<file path="src/rtl/fetch_redirect_if.sv">
// Fetch/decode handshake bundle between program_memory_block and fetch_redirect_ctrl.
// The master side (fetch) drives the instruction stream; the slave side returns fetch control.
interface fetch_redirect_if;
   logic [31:0] ins;
   logic [15:0] current_address;
   logic        cmp_zero;
   logic [15:0] jmp_loc;
   logic        pc_mux_sel;
   logic        stall;
   logic        stall_pm;
   logic [31:0] ins_dec;
   logic [15:0] pc_dec;

   modport master (
      output ins, current_address, cmp_zero,
      input  jmp_loc, pc_mux_sel, stall, stall_pm, ins_dec, pc_dec
   );

   modport slave (
      input  ins, current_address, cmp_zero,
      output jmp_loc, pc_mux_sel, stall, stall_pm, ins_dec, pc_dec
   );
endinterface

</file>
<file path="src/rtl/fetch_redirect_ctrl.sv">
// Decode-stage register plus fetch control: jump/branch redirect, wrong-path flush
// and single-cycle load-use hold. Every output comes straight from a register.
module fetch_redirect_ctrl #(
   parameter int unsigned FLUSH_CYCLES = 2,
   parameter logic [31:0] NOP_WORD     = 32'h0000_0000
) (
   input logic            clk,
   input logic            reset,
   fetch_redirect_if.slave bus
);
   localparam logic [5:0] OP_JMP  = 6'b000010;
   localparam logic [5:0] OP_BEQZ = 6'b000100;
   localparam logic [5:0] OP_LW   = 6'b100011;
   localparam logic [1:0] FLUSH_INIT = 2'(FLUSH_CYCLES - 1);

   typedef enum logic [1:0] {S_RUN, S_HOLD, S_REDIRECT, S_FLUSH} state_e;

   state_e      state_q, state_d;
   logic [1:0]  cnt_q, cnt_d;
   logic [15:0] jmp_loc_q, jmp_loc_d;
   logic        pc_mux_sel_q, pc_mux_sel_d;
   logic        stall_q, stall_d;
   logic [31:0] ins_dec_q, ins_dec_d;
   logic [15:0] pc_dec_q, pc_dec_d;

   // Fetched-instruction fields
   logic [5:0]  opcode;
   logic [4:0]  rs, rt;
   logic [15:0] imm;
   assign opcode = bus.ins[31:26];
   assign rs     = bus.ins[25:21];
   assign rt     = bus.ins[20:16];
   assign imm    = bus.ins[15:0];

   // Load sitting in decode and the register it writes
   logic       dec_is_lw;
   logic [4:0] dec_rt;
   assign dec_is_lw = (ins_dec_q[31:26] == OP_LW);
   assign dec_rt    = ins_dec_q[20:16];

   // Either source field of the fetched instruction may read the load destination
   logic [4:0] src_field [2];
   logic [1:0] src_match;
   assign src_field[0] = rs;
   assign src_field[1] = rt;

   genvar gi;
   generate
      for (gi = 0; gi < 2; gi++) begin : g_src_match
         assign src_match[gi] = (src_field[gi] == dec_rt);
      end
   endgenerate

   logic        hazard;
   logic        is_jmp, taken;
   logic [15:0] target;
   logic        eval_en, hazard_en;

   assign hazard  = dec_is_lw && (dec_rt != 5'd0) && (|src_match);
   assign is_jmp  = (opcode == OP_JMP);
   assign taken   = is_jmp || ((opcode == OP_BEQZ) && bus.cmp_zero);
   assign target  = is_jmp ? imm : (bus.current_address + 16'd1 + imm);
   assign eval_en = (state_q == S_RUN) || (state_q == S_HOLD);
   // HOLD re-evaluates the held instruction with the hazard already resolved
   assign hazard_en = (state_q == S_RUN) && hazard;

   always_ff @(posedge clk) begin
      if (reset) begin
         state_q      <= S_RUN;
         cnt_q        <= 2'd0;
         jmp_loc_q    <= 16'd0;
         pc_mux_sel_q <= 1'b0;
         stall_q      <= 1'b0;
         ins_dec_q    <= NOP_WORD;
         pc_dec_q     <= 16'd0;
      end else begin
         state_q      <= state_d;
         cnt_q        <= cnt_d;
         jmp_loc_q    <= jmp_loc_d;
         pc_mux_sel_q <= pc_mux_sel_d;
         stall_q      <= stall_d;
         ins_dec_q    <= ins_dec_d;
         pc_dec_q     <= pc_dec_d;
      end
   end

   always_comb begin
      state_d = state_q;
      case (state_q)
         S_RUN, S_HOLD: begin
            if (hazard_en)  state_d = S_HOLD;
            else if (taken) state_d = S_REDIRECT;
            else            state_d = S_RUN;
         end
         S_REDIRECT: state_d = (FLUSH_CYCLES > 1) ? S_FLUSH : S_RUN;
         S_FLUSH:    state_d = (cnt_q <= 2'd1) ? S_RUN : S_FLUSH;
         default:    state_d = S_RUN;
      endcase
   end

   always_comb begin
      cnt_d        = cnt_q;
      jmp_loc_d    = jmp_loc_q;
      pc_mux_sel_d = 1'b0;
      stall_d      = 1'b0;
      ins_dec_d    = ins_dec_q;
      pc_dec_d     = pc_dec_q;
      if (eval_en) begin
         if (hazard_en) begin
            stall_d   = 1'b1;
            ins_dec_d = NOP_WORD;
         end else begin
            ins_dec_d = bus.ins;
            pc_dec_d  = bus.current_address;
            if (taken) begin
               jmp_loc_d    = target;
               pc_mux_sel_d = 1'b1;
            end
         end
      end else if (state_q == S_REDIRECT) begin
         cnt_d     = FLUSH_INIT;
         ins_dec_d = NOP_WORD;
      end else begin
         // Wrong-path slot: whatever arrives on ins is discarded
         ins_dec_d = NOP_WORD;
         if (cnt_q != 2'd0) cnt_d = cnt_q - 2'd1;
      end
   end

   assign bus.jmp_loc    = jmp_loc_q;
   assign bus.pc_mux_sel = pc_mux_sel_q;
   assign bus.stall      = stall_q;
   assign bus.stall_pm   = stall_q;
   assign bus.ins_dec    = ins_dec_q;
   assign bus.pc_dec     = pc_dec_q;
endmodule

</file>
<file path="src/flat_wrapper.sv">
// flat-port wrapper written by rule: the top's interface ports become plain ports
module fetch_redirect_ctrl_flat 
#(
   parameter int unsigned FLUSH_CYCLES = 2,
   parameter logic [31:0] NOP_WORD     = 32'h0000_0000
)
  (clk, reset, bus_ins, bus_current_address, bus_cmp_zero, bus_jmp_loc, bus_pc_mux_sel, bus_stall, bus_stall_pm, bus_ins_dec, bus_pc_dec);
  fetch_redirect_if bus_i ();
  input logic clk;
  input logic reset;
  input wire logic [$bits(bus_i.ins)-1:0] bus_ins;
  input wire logic [$bits(bus_i.current_address)-1:0] bus_current_address;
  input wire logic [$bits(bus_i.cmp_zero)-1:0] bus_cmp_zero;
  output wire logic [$bits(bus_i.jmp_loc)-1:0] bus_jmp_loc;
  output wire logic [$bits(bus_i.pc_mux_sel)-1:0] bus_pc_mux_sel;
  output wire logic [$bits(bus_i.stall)-1:0] bus_stall;
  output wire logic [$bits(bus_i.stall_pm)-1:0] bus_stall_pm;
  output wire logic [$bits(bus_i.ins_dec)-1:0] bus_ins_dec;
  output wire logic [$bits(bus_i.pc_dec)-1:0] bus_pc_dec;
  assign bus_i.ins = bus_ins;
  assign bus_i.current_address = bus_current_address;
  assign bus_i.cmp_zero = bus_cmp_zero;
  assign bus_jmp_loc = bus_i.jmp_loc;
  assign bus_pc_mux_sel = bus_i.pc_mux_sel;
  assign bus_stall = bus_i.stall;
  assign bus_stall_pm = bus_i.stall_pm;
  assign bus_ins_dec = bus_i.ins_dec;
  assign bus_pc_dec = bus_i.pc_dec;
  fetch_redirect_ctrl #(.FLUSH_CYCLES(FLUSH_CYCLES), .NOP_WORD(NOP_WORD)) u_core (.clk(clk), .reset(reset), .bus(bus_i));
endmodule
</file>
<file path="config.mk">
export PLATFORM = sky130hd
export DESIGN_NAME = fetch_redirect_ctrl_flat
export DESIGN_NICKNAME = d
export VERILOG_FILES = /design/src/rtl/fetch_redirect_if.sv /design/src/rtl/fetch_redirect_ctrl.sv /design/src/flat_wrapper.sv
export SDC_FILE = /design/constraint.sdc
export NUM_CORES = 1
export LEC_CHECK = 0
export CAP_MARGIN = 20
export CORE_UTILIZATION = 49
export DETAILED_ROUTE_END_ITERATION = 8
export PLACE_DENSITY = 0.95
export SLEW_MARGIN = 20
export SYNTH_ARGS = -nofsm -noshare
export SYNTH_HDL_FRONTEND = slang
export SYNTH_SLANG_ARGS = --single-unit
</file>
<file path="constraint.sdc">
create_clock -name clk -period 3.9 [get_ports clk]
set_input_delay 0.78 -clock clk [delete_from_list [all_inputs] [get_ports clk]]
set_output_delay 0.78 -clock clk [all_outputs]
set_load 0.005 [all_outputs]
</file>
Word-level counts from Yosys, hierarchy flattened
Index checks and enable logic that the tools add are counted.
- output and inout port bits: 67
- register bits after elaboration: 70
- input port bits: 51
- logic and storage cells: 47
- reduce and logical (&&, ||, !) cells: 17
- $add $sub $neg: 3
- bitwise operators: 2
- order comparisons: 1
- equal/unequal tests: 8
- multiplexer cells: 9
- operators by type and width (kind ; count):
    $add A16 B1 Y16 const B ; 1
    $add A16 B16 Y16 ; 1
    $mux W16 ; 1
    $eq A5 B5 Y1 ; 2
    $mux W2 ; 5
    $eq A6 B2 Y1 const B ; 1
    $eq A6 B3 Y1 const B ; 1
    $eq A6 B6 Y1 const B ; 1
    $pmux W2 S3 ; 1
    $reduce_or A2 Y1 ; 3
    $reduce_bool A5 Y1 ; 1
    $eq A2 B2 Y1 const B ; 2
    $logic_and A1 B1 Y1 ; 4
    $reduce_and A2 Y1 ; 2
    $reduce_bool A2 Y1 ; 2
    $reduce_and A3 Y1 ; 1
    $reduce_or A3 Y1 ; 1
    $eq A2 B1 Y1 const B ; 1
    $le A2 B1 Y1 const B ; 1
    $logic_not A2 Y1 ; 1
    $logic_or A1 B1 Y1 ; 2
    $mux W1 ; 2
    $not A1 Y1 ; 2
    $sub A2 B1 Y2 const B ; 1

Longest topological paths before layout
Gate-level depths: netlist (run 1).
- word-level depth: 6
- depth in mapped cells: 10
- gate-level depth less buffers: 10

Least setup slack after synthesis (run 1)
Ideal clock, no wire load.
- kind: input to register
- start point: input port bus_current_address[0]
- end point: register u_core.jmp_loc_q[14] (netlist: u_core.bus.jmp_loc[14])
- required time: 3.779 ns
- data arrival time: 2.565 ns
- buffers on the path: 0
- library setup time: 0.121 ns
- stages: 10
- path slack: 1.214 ns
- path through: inv_1 -> ha_1 -> inv_1 -> fa_1 -> a21o_1 -> a221oi_2 -> nor4b_1 -> or3_1 -> a31oi_1 -> a21oi_1
- longest elaborated chain between the ends: 3
- ends and longest elaborated chain (item ; line ; source):
    start: declaration ; flat_wrapper.sv:12 ; input wire logic [$bits(bus_i.current_address)-1:0] bus_current_address;
    $add A16 B1 Y16 ; fetch_redirect_ctrl.sv:62 ; assign target = is_jmp ? imm : (bus.current_address + 16'd1 + imm);
    $add A16 B16 Y16 ; fetch_redirect_ctrl.sv:62 ;
    $mux W16 ; fetch_redirect_ctrl.sv:62 ;
    end signal: assignment ; fetch_redirect_ctrl.sv:79 ; jmp_loc_q <= jmp_loc_d;
    end: declaration ; fetch_redirect_ctrl.sv:20 ; logic [15:0] jmp_loc_q, jmp_loc_d;
No other way between the ends.
A chain may end at the register's enable or synchronous reset.

Worst setup path in the final report (run 1)
- start point: input port bus_ins[0]
- end point: register u_core.jmp_loc_q[8] (netlist: u_core.bus.jmp_loc[8])
- longest elaborated chain between the ends: 2
- ends and longest elaborated chain (item ; line ; source):
    start: declaration ; flat_wrapper.sv:11 ; input wire logic [$bits(bus_i.ins)-1:0] bus_ins;
    $add A16 B16 Y16 ; fetch_redirect_ctrl.sv:62 ;
    $mux W16 ; fetch_redirect_ctrl.sv:62 ;
No other way between the ends.

==> results.md, run 1 <==
- Non-filler cells, final: 591
- Most frequent standard cell in the layout excluding fill and tap cells: clkdlybuf4s50_1
- Count of different cell masters after synthesis: 57
- Number of fillers in the final layout: about 540
- Critical path, cell by cell: clkdlybuf4s50_1 > inv_1 > ha_1 > inv_1 > fa_1 > a21o_1 > a221oi_2 > o21ai_0 > xor2_1 > nand2_1 > a311oi_2
- Area delta synth->final: 39.8%
- PwrDens: approximately 350 mW/mm^2
- Final ANT Viol Nets: 0
- Register area share after synthesis: 40.1%
- Cell seen most often among critical-path stages: inv_1
- Area used by multi-input combinational logic: 0.00191 sq mm
- Sw Share: 26.5%
- Ys async rst share: 0%
- Internal power of the cells: between 1 and 1.5 mW
- Average routed wire per standard cell: 15.8 um
- Master cell of the clock root buffer: clkbuf_8
- Endpoint type of the worst setup path: register
- Number of rows in the core area: 30
- Buffer count from post-CTS setup fixing: 0
- Overflow left after global routing: 0
- Num Clock Sinks: 70
- CTS tree: done
- Warnings, synthesis: 0
- Met1 usage in global routing: roughly 30%
- Violation count after the first detailed-route iteration: 150
- Total number of vias: 3214
- Vias per cell: 5.44
- Result of the run: completed
- Final number of setup-violating endpoints: 0
- Die area: 0.00747 sq mm
- Placer Congestion: ~0.90
- Worst endpoint required time: 4.16 ns
- Met3 Track Usage GR: ~7%
- Number of synthesized register bits: 70
- Register share of total power: 44.3%
- Most utilized layer in the global route result: met2
- Clock slew seen by the registers of the worst setup and hold paths: ~0.07 ns
- Net total in the final layout: ~560
- Worst max-slew margin expressed relative to the limit: approximately 47%
- Number of instances in the placed design: approximately 580
- Initial antenna violation count: 0
- Number of buffers inserted by hold repair at cts: 0
- Horizontal extent of the die: ~86 um
- Detailed Route WL: between 9000 and 10000 um
- Post-DP HPWL: around 6900 um
- Clock group share of total power: about a third
- Maximum level of the CTS H-tree: 3
- Top Ports: roughly 120
- Final setup TNS: 0 ns
- Pin count of the biggest net entering global routing: 35
- Sequential Area: 0.00140 sq mm
- Critical path peak fanout: 5
- CP Data Arrival Time: about 3.4 ns
- CTS Buffer Depth: 2
- Clk Latency, worst-skew pair: around 0.35 ns
- Global-route met2 utilization: a little under half
- Type of the setup path with the least slack: in2reg
- Number of instances resized during post-cts repair: 0
- Initial core utilization: between 50% and 60%
- Syn_area_per_cell: 9.22 sq um
- Most used cells in the layout excluding fill and tap cells: clkdlybuf4s50_1 (117), dfxtp_1 (70), nor2_1 (44)
- Worst-path cell with the longest stage delay: a221oi_2
- Most used flip-flop cell after synthesis: dfxtp_1
- Fin Hold WS: 0.496 ns
- Total count of hold-check failures in the final report: 0
- Ratio of cells with drive above 1 in the final layout: under 10%
- Port buffer count: roughly 120
- Clock period minus final worst setup slack: 3.10 ns
- Overall die height: approximately 86 um
- Min-Delay Path Class: reg2reg
- GRT Total Usage: roughly a quarter
- FMAX: roughly 320 MHz
- Unrepaired setup endpoints after global routing: no
- CP Launch Type: input port
- Switching Power: ~460 uW
- CP max stage delay: around 0.45 ns
- Max_cap viols: 0
- Area of the core region: ~0.0068 sq mm
- Number of inserted diodes: 0
- Pleak: between 2 and 2.5 nW
- Wire length of the first global-routing pass: roughly 15000 um
- Post-route DRC: 0
- Post-synth net total: roughly 450
- Part of the cycle the worst path needs: a little under 80%
- Least-Margin Pin Slew: roughly 0.80 ns
- Number of global-route vias before repair: between 3000 and 4000
- Combinational power share: between 20% and 30%
- 1st-pass router iterations: 4
- Number of enable flip-flop cells after synthesis: 0
- Count of mapped cells out of synthesis: 379
- Cts bufs inserted: 9
- Cell Area, Synth: 0.00349 sq mm
- Worst ir drop on vdd: 197 uV
- Final setup skew: between 0.01 and 0.015 ns
- Total count of max-transition violations in the final report: 0
worst max-delay path: cells and delay by family:
kind	cells	cell delay (ns)
buf+inv	3	0.58
compound gates	4	1.18
xor+xnor	1	0.15
simple gates	1	0.08
fa+ha+maj	2	0.60
power by group through the flow:
stage          Combinational (mW)  Sequential [mW]  Clock [mW]
4_1_cts                     0.349            0.764       0.619
5_1_grt                     0.384            0.767       0.651
3_3_place_gp                0.337            0.778           0
3_5_place_dp                0.345            0.780           0
6_report                    0.351            0.764       0.608
2_1_floorplan               0.183            0.782           0
kinds of logic after synthesis:
family,synth area share [%]
and+or+nand+nor,21.8
AOI/OAI and AO/OA,16.1
DFF,40.1
buffers and inverters,5.59
xor gates and xnor gates,4.51
muxes,5.16
adders and majority gates,6.66
metal layers:
layer / share of wire, % / up-vias
met1: 41 / 1491
met5: 0 / -
met2: 49 / 135
met4: 1.6 / 0
li1: - / 1571
met3: 8.0 / 17
state kept, by name, indices dropped and copies added (netlist names):
name	cells
u_core.bus.ins_dec	32
u_core.bus.jmp_loc	16
u_core.bus.pc_dec	16
u_core.bus.pc_mux_sel	1
u_core.bus.stall	1
u_core.cnt_q	2
u_core.state_q	2
metrics by stage:
step                      worst slack, ns  instance area [sq um]  utilization [%]  total power, mW
after detailed placement            0.492                   4680             68.5             1.13
after global routing                0.641                   4890             71.5             1.80
after floorplan                      1.21                   3490                -            0.964
final                               0.797                   4890             71.5             1.72
after CTS                           0.868                   4890             71.5             1.73
after global placement              0.521                   4680             68.5             1.11
path summary, 6_finish.rpt:
kind	startpoint	end	slack (ns)	cells after the start
worst max register to register	u_core.state_q[1]	u_core.bus.jmp_loc[13]	1.79	7
worst min register to register	u_core.cnt_q[1]	u_core.cnt_q[1]	0.50	2
worst min-delay path	u_core.cnt_q[1]	u_core.cnt_q[1]	0.50	2
worst max-delay path	bus_ins[0]	u_core.bus.jmp_loc[8]	0.80	11
area by class of cell:
class                      count  area share, %
multi-input combinational    278           39.1
clock buffer                  11           3.10
timing repair buffer         123           24.9
tap                           96           2.46
inverter                       8          0.615
clock inverter                 5           1.18
sequential                    70           28.7
cells in the mapped netlist (4+ instances only):
cell type / n / area share, %
xnor2_1: 15 / 3.8
ha_1: 17 / 6.1
mux2i_1: 18 / 5.2
nor3_1: 6 / 0.86
nand3_1: 6 / 0.86
a211oi_1: 5 / 1.1
and3_1: 34 / 6.1
dfxtp_1: 70 / 40
o21ai_0: 15 / 2.1
nand2b_1: 6 / 1.1
nor2_1: 44 / 4.7
and2_1: 4 / 0.72
buf_4: 5 / 1.1
inv_1: 8 / 0.86
clkbuf_1: 9 / 0.97
buf_6: 5 / 1.6
a311oi_2: 6 / 2.6
a21oi_1: 17 / 2.4
nand2_1: 31 / 3.3
Note: power is estimated with default switching activity, not from simulation.
==> run 2: changes to the inputs <==
- CORE_UTILIZATION: 49 -> 46
- PLACE_DENSITY: 0.95 -> 0.91
- clock period: 3.9 -> 3.05 ns (I/O delays scaled with it)
==> run 2 against run 1 <==
Against the previous run: design area up 1.0%; critical path depth up 1; final cell count up 2.0%; via count up 1.5%; register-to-register slack worse by 0.92 ns; first-iteration DRC count down 21%; critical path type unchanged; largest cell class unchanged.
==> results.md, run 2 (synthesized netlist as in run 1, its figures left out) <==
- Wire length of the first global-routing pass: between 15000 and 20000 um
- Critical path peak fanout: 5
- Hold endpoint: u_core.bus.jmp_loc[7]
- Clk Latency, worst-skew pair: around 0.34 ns
- Part of the cycle the worst path needs: between 90% and 100%
- Hold-critical path depth: 2
- Number of global-route vias before repair: roughly 3300
- Result of the run: completed
- Most frequent standard cell in the layout excluding fill and tap cells: clkdlybuf4s50_1
- CTS tree: done
- Endpoint type of the worst setup path: register
- GRT Total Usage: between 20% and 30%
- Detailed Route WL: just under 10000 um
- Final ANT Viol Nets: 0
- Average routed wire per standard cell: roughly 16 um
- Horizontal extent of the die: 89.2 um
- Combinational power share: 22.5%
- Max reg flops: 32
- Area of the core region: approximately 0.0073 sq mm
- Number of instances resized during post-cts repair: 0
- Cts bufs inserted: 9
- PwrDens: approximately 420 mW/mm^2
- Initial antenna violation count: 0
- Worst ir drop on vdd: 264 uV
- Pleak: around 2.1 nW
- Initial core utilization: 47.9%
- Cell depth of the worst flop-to-flop path: 7
- Vias per cell: approximately 5.4
- Max_cap viols: 0
- Least-Margin Pin Slew: between 1 and 1.5 ns
- Final setup skew: ~0.0054 ns
- FMAX: around 360 MHz
- Top Ports: around 120
- Number of fillers in the final layout: 620
- Worst max-slew margin expressed relative to the limit: around a third
- Number of instances in the placed design: around 600
- CTS Buffer Depth: 2
- Sw Share: about 27%
- Reg2Reg Capture Point: u_core.bus.pc_dec[13]
- Post-DP HPWL: 7220 um
- Ratio of cells with drive above 1 in the final layout: a little under a tenth
- Die area: around 0.008 sq mm
- Clock slew seen by the registers of the worst setup and hold paths: approximately 0.07 ns
- Pin count of the biggest net entering global routing: 40
- Total count of hold-check failures in the final report: 0
- Final setup TNS: 0 ns
- Total number of vias: between 3000 and 4000
- Final number of setup-violating endpoints: 0
- Worst endpoint required time: around 3.3 ns
- Buffer count from post-CTS setup fixing: 0
- Total count of max-transition violations in the final report: 0
- Placer Congestion: 0.854
- Timing startpoint of the critical path: bus_ins[0]
- Unrepaired setup endpoints after global routing: no
- Most used cells in the layout excluding fill and tap cells: clkdlybuf4s50_1 (117), dfxtp_1 (70), nor2_1 (44)
- Post-route DRC: 0
- Number of buffers inserted by hold repair at cts: 0
- Min-Delay Path Class: reg2reg
- Overall die height: 89.2 um
- Internal power of the cells: roughly 1.5 mW
- Switching Power: between 500 and 600 uW
- Register share of total power: 47.2%
- Num Clock Sinks: 70
- 1st-pass router iterations: 4
- Overflow left after global routing: 0
- CP Data Arrival Time: 3.01 ns
- Maximum level of the CTS H-tree: 3
- Clock group share of total power: 30.3%
- Area delta synth->final: 41.3%
- Master cell of the clock root buffer: clkbuf_8
- Net total in the final layout: 569
- Clock period minus final worst setup slack: approximately 2.8 ns
- Type of the setup path with the least slack: in2reg
- Worst R2R Start: u_core.state_q[1]
- Non-filler cells, final: around 600
- Worst reg2reg setup slack: roughly 0.87 ns
- Number of rows in the core area: 31
- Port buffer count: roughly 120
- Worst Min Path Start: u_core.bus.jmp_loc[7]
- CP Launch Type: input port
- Violation count after the first detailed-route iteration: between 100 and 150
- Number of inserted diodes: 0
run 2: cell count changes in the layout (fill, tap and decap cells not counted):
cell        before  now
buf_12           0    2
clkbuf_8        11    9
clkinvlp_4       3    2
clkinv_2         1    2
bufinv_16        1    0
clkbuf_1         0    2
buf_4            6   14
run 2: worst max-delay path by stage:
| stage | endpoint | depth (start not counted) | slack, ns |
|---|---|---|---|
| 6_report | u_core.bus.jmp_loc[14] | 12 | 0.27 |
| 5_1_grt | u_core.bus.jmp_loc[14] | 12 | 0.13 |
| 4_1_cts | u_core.bus.jmp_loc[14] | 12 | 0.29 |
| 3_5_place_dp | u_core.bus.jmp_loc[14] | 12 | -0.03 |
| 3_3_place_gp | u_core.bus.jmp_loc[14] | 12 | 0.03 |
| 2_1_floorplan | u_core.bus.jmp_loc[14] | 10 | 0.53 |
run 2: metal layers:
metal | part of all wire (%) | GRT usage, % | vias up | wire length, um
li1 | - | - | 1593 | -
met2 | 48 | 45.4 | 117 | 4690
met5 | 0 | 0 | - | 0
met3 | 7.5 | 5.45 | 15 | 727
met4 | 1.8 | 10.8 | 0 | 178
met1 | 42 | 29.9 | 1537 | 4120
run 2: stage by stage:
step           worst slack (ns)  util, %  total power, mW  area, sq um  hold slack, ns
6_report                  0.271     67.7             2.07         4940           0.489
3_5_place_dp            -0.0306     65.6             1.46         4780           0.477
2_1_floorplan             0.534        -             1.23         3490           0.457
4_1_cts                   0.295     67.7             2.07         4940           0.493
3_3_place_gp             0.0326     65.6             1.44         4780           0.469
5_1_grt                   0.130     67.7             2.17         4940           0.521
run 2: worst max-delay path: stages:
cell             delay, ns
clkdlybuf4s50_1       0.45
inv_1                 0.07
ha_1                  0.18
inv_1                 0.07
fa_1                  0.39
a21o_1                0.21
a221oi_2              0.21
buf_4                 0.18
nor4b_1               0.06
or3_1                 0.30
a31oi_1               0.19
a21oi_1               0.08
run 2: final cells by class:
type                    instances  area [sq um]  share of cell area [%]
well taps                      99           124                    2.51
inverters                       8          30.0                   0.608
flip-flops and latches         70          1400                    28.4
clock buffers                  11           131                    2.66
clock inverters                 4          25.0                   0.507
multi-input cells             278          1910                    38.7
repair buffers                133          1320                    26.7
run 2: power groups by stage:
| stage | clock (mW) | combinational, mW | sequential (mW) |
|---|---|---|---|
| final | 0.626 | 0.465 | 0.977 |
| after detailed placement | 0 | 0.461 | 0.998 |
| after global placement | 0 | 0.449 | 0.995 |
| after CTS | 0.632 | 0.465 | 0.977 |
| after global routing | 0.675 | 0.512 | 0.980 |
| after floorplan | 0 | 0.234 | 1.00 |
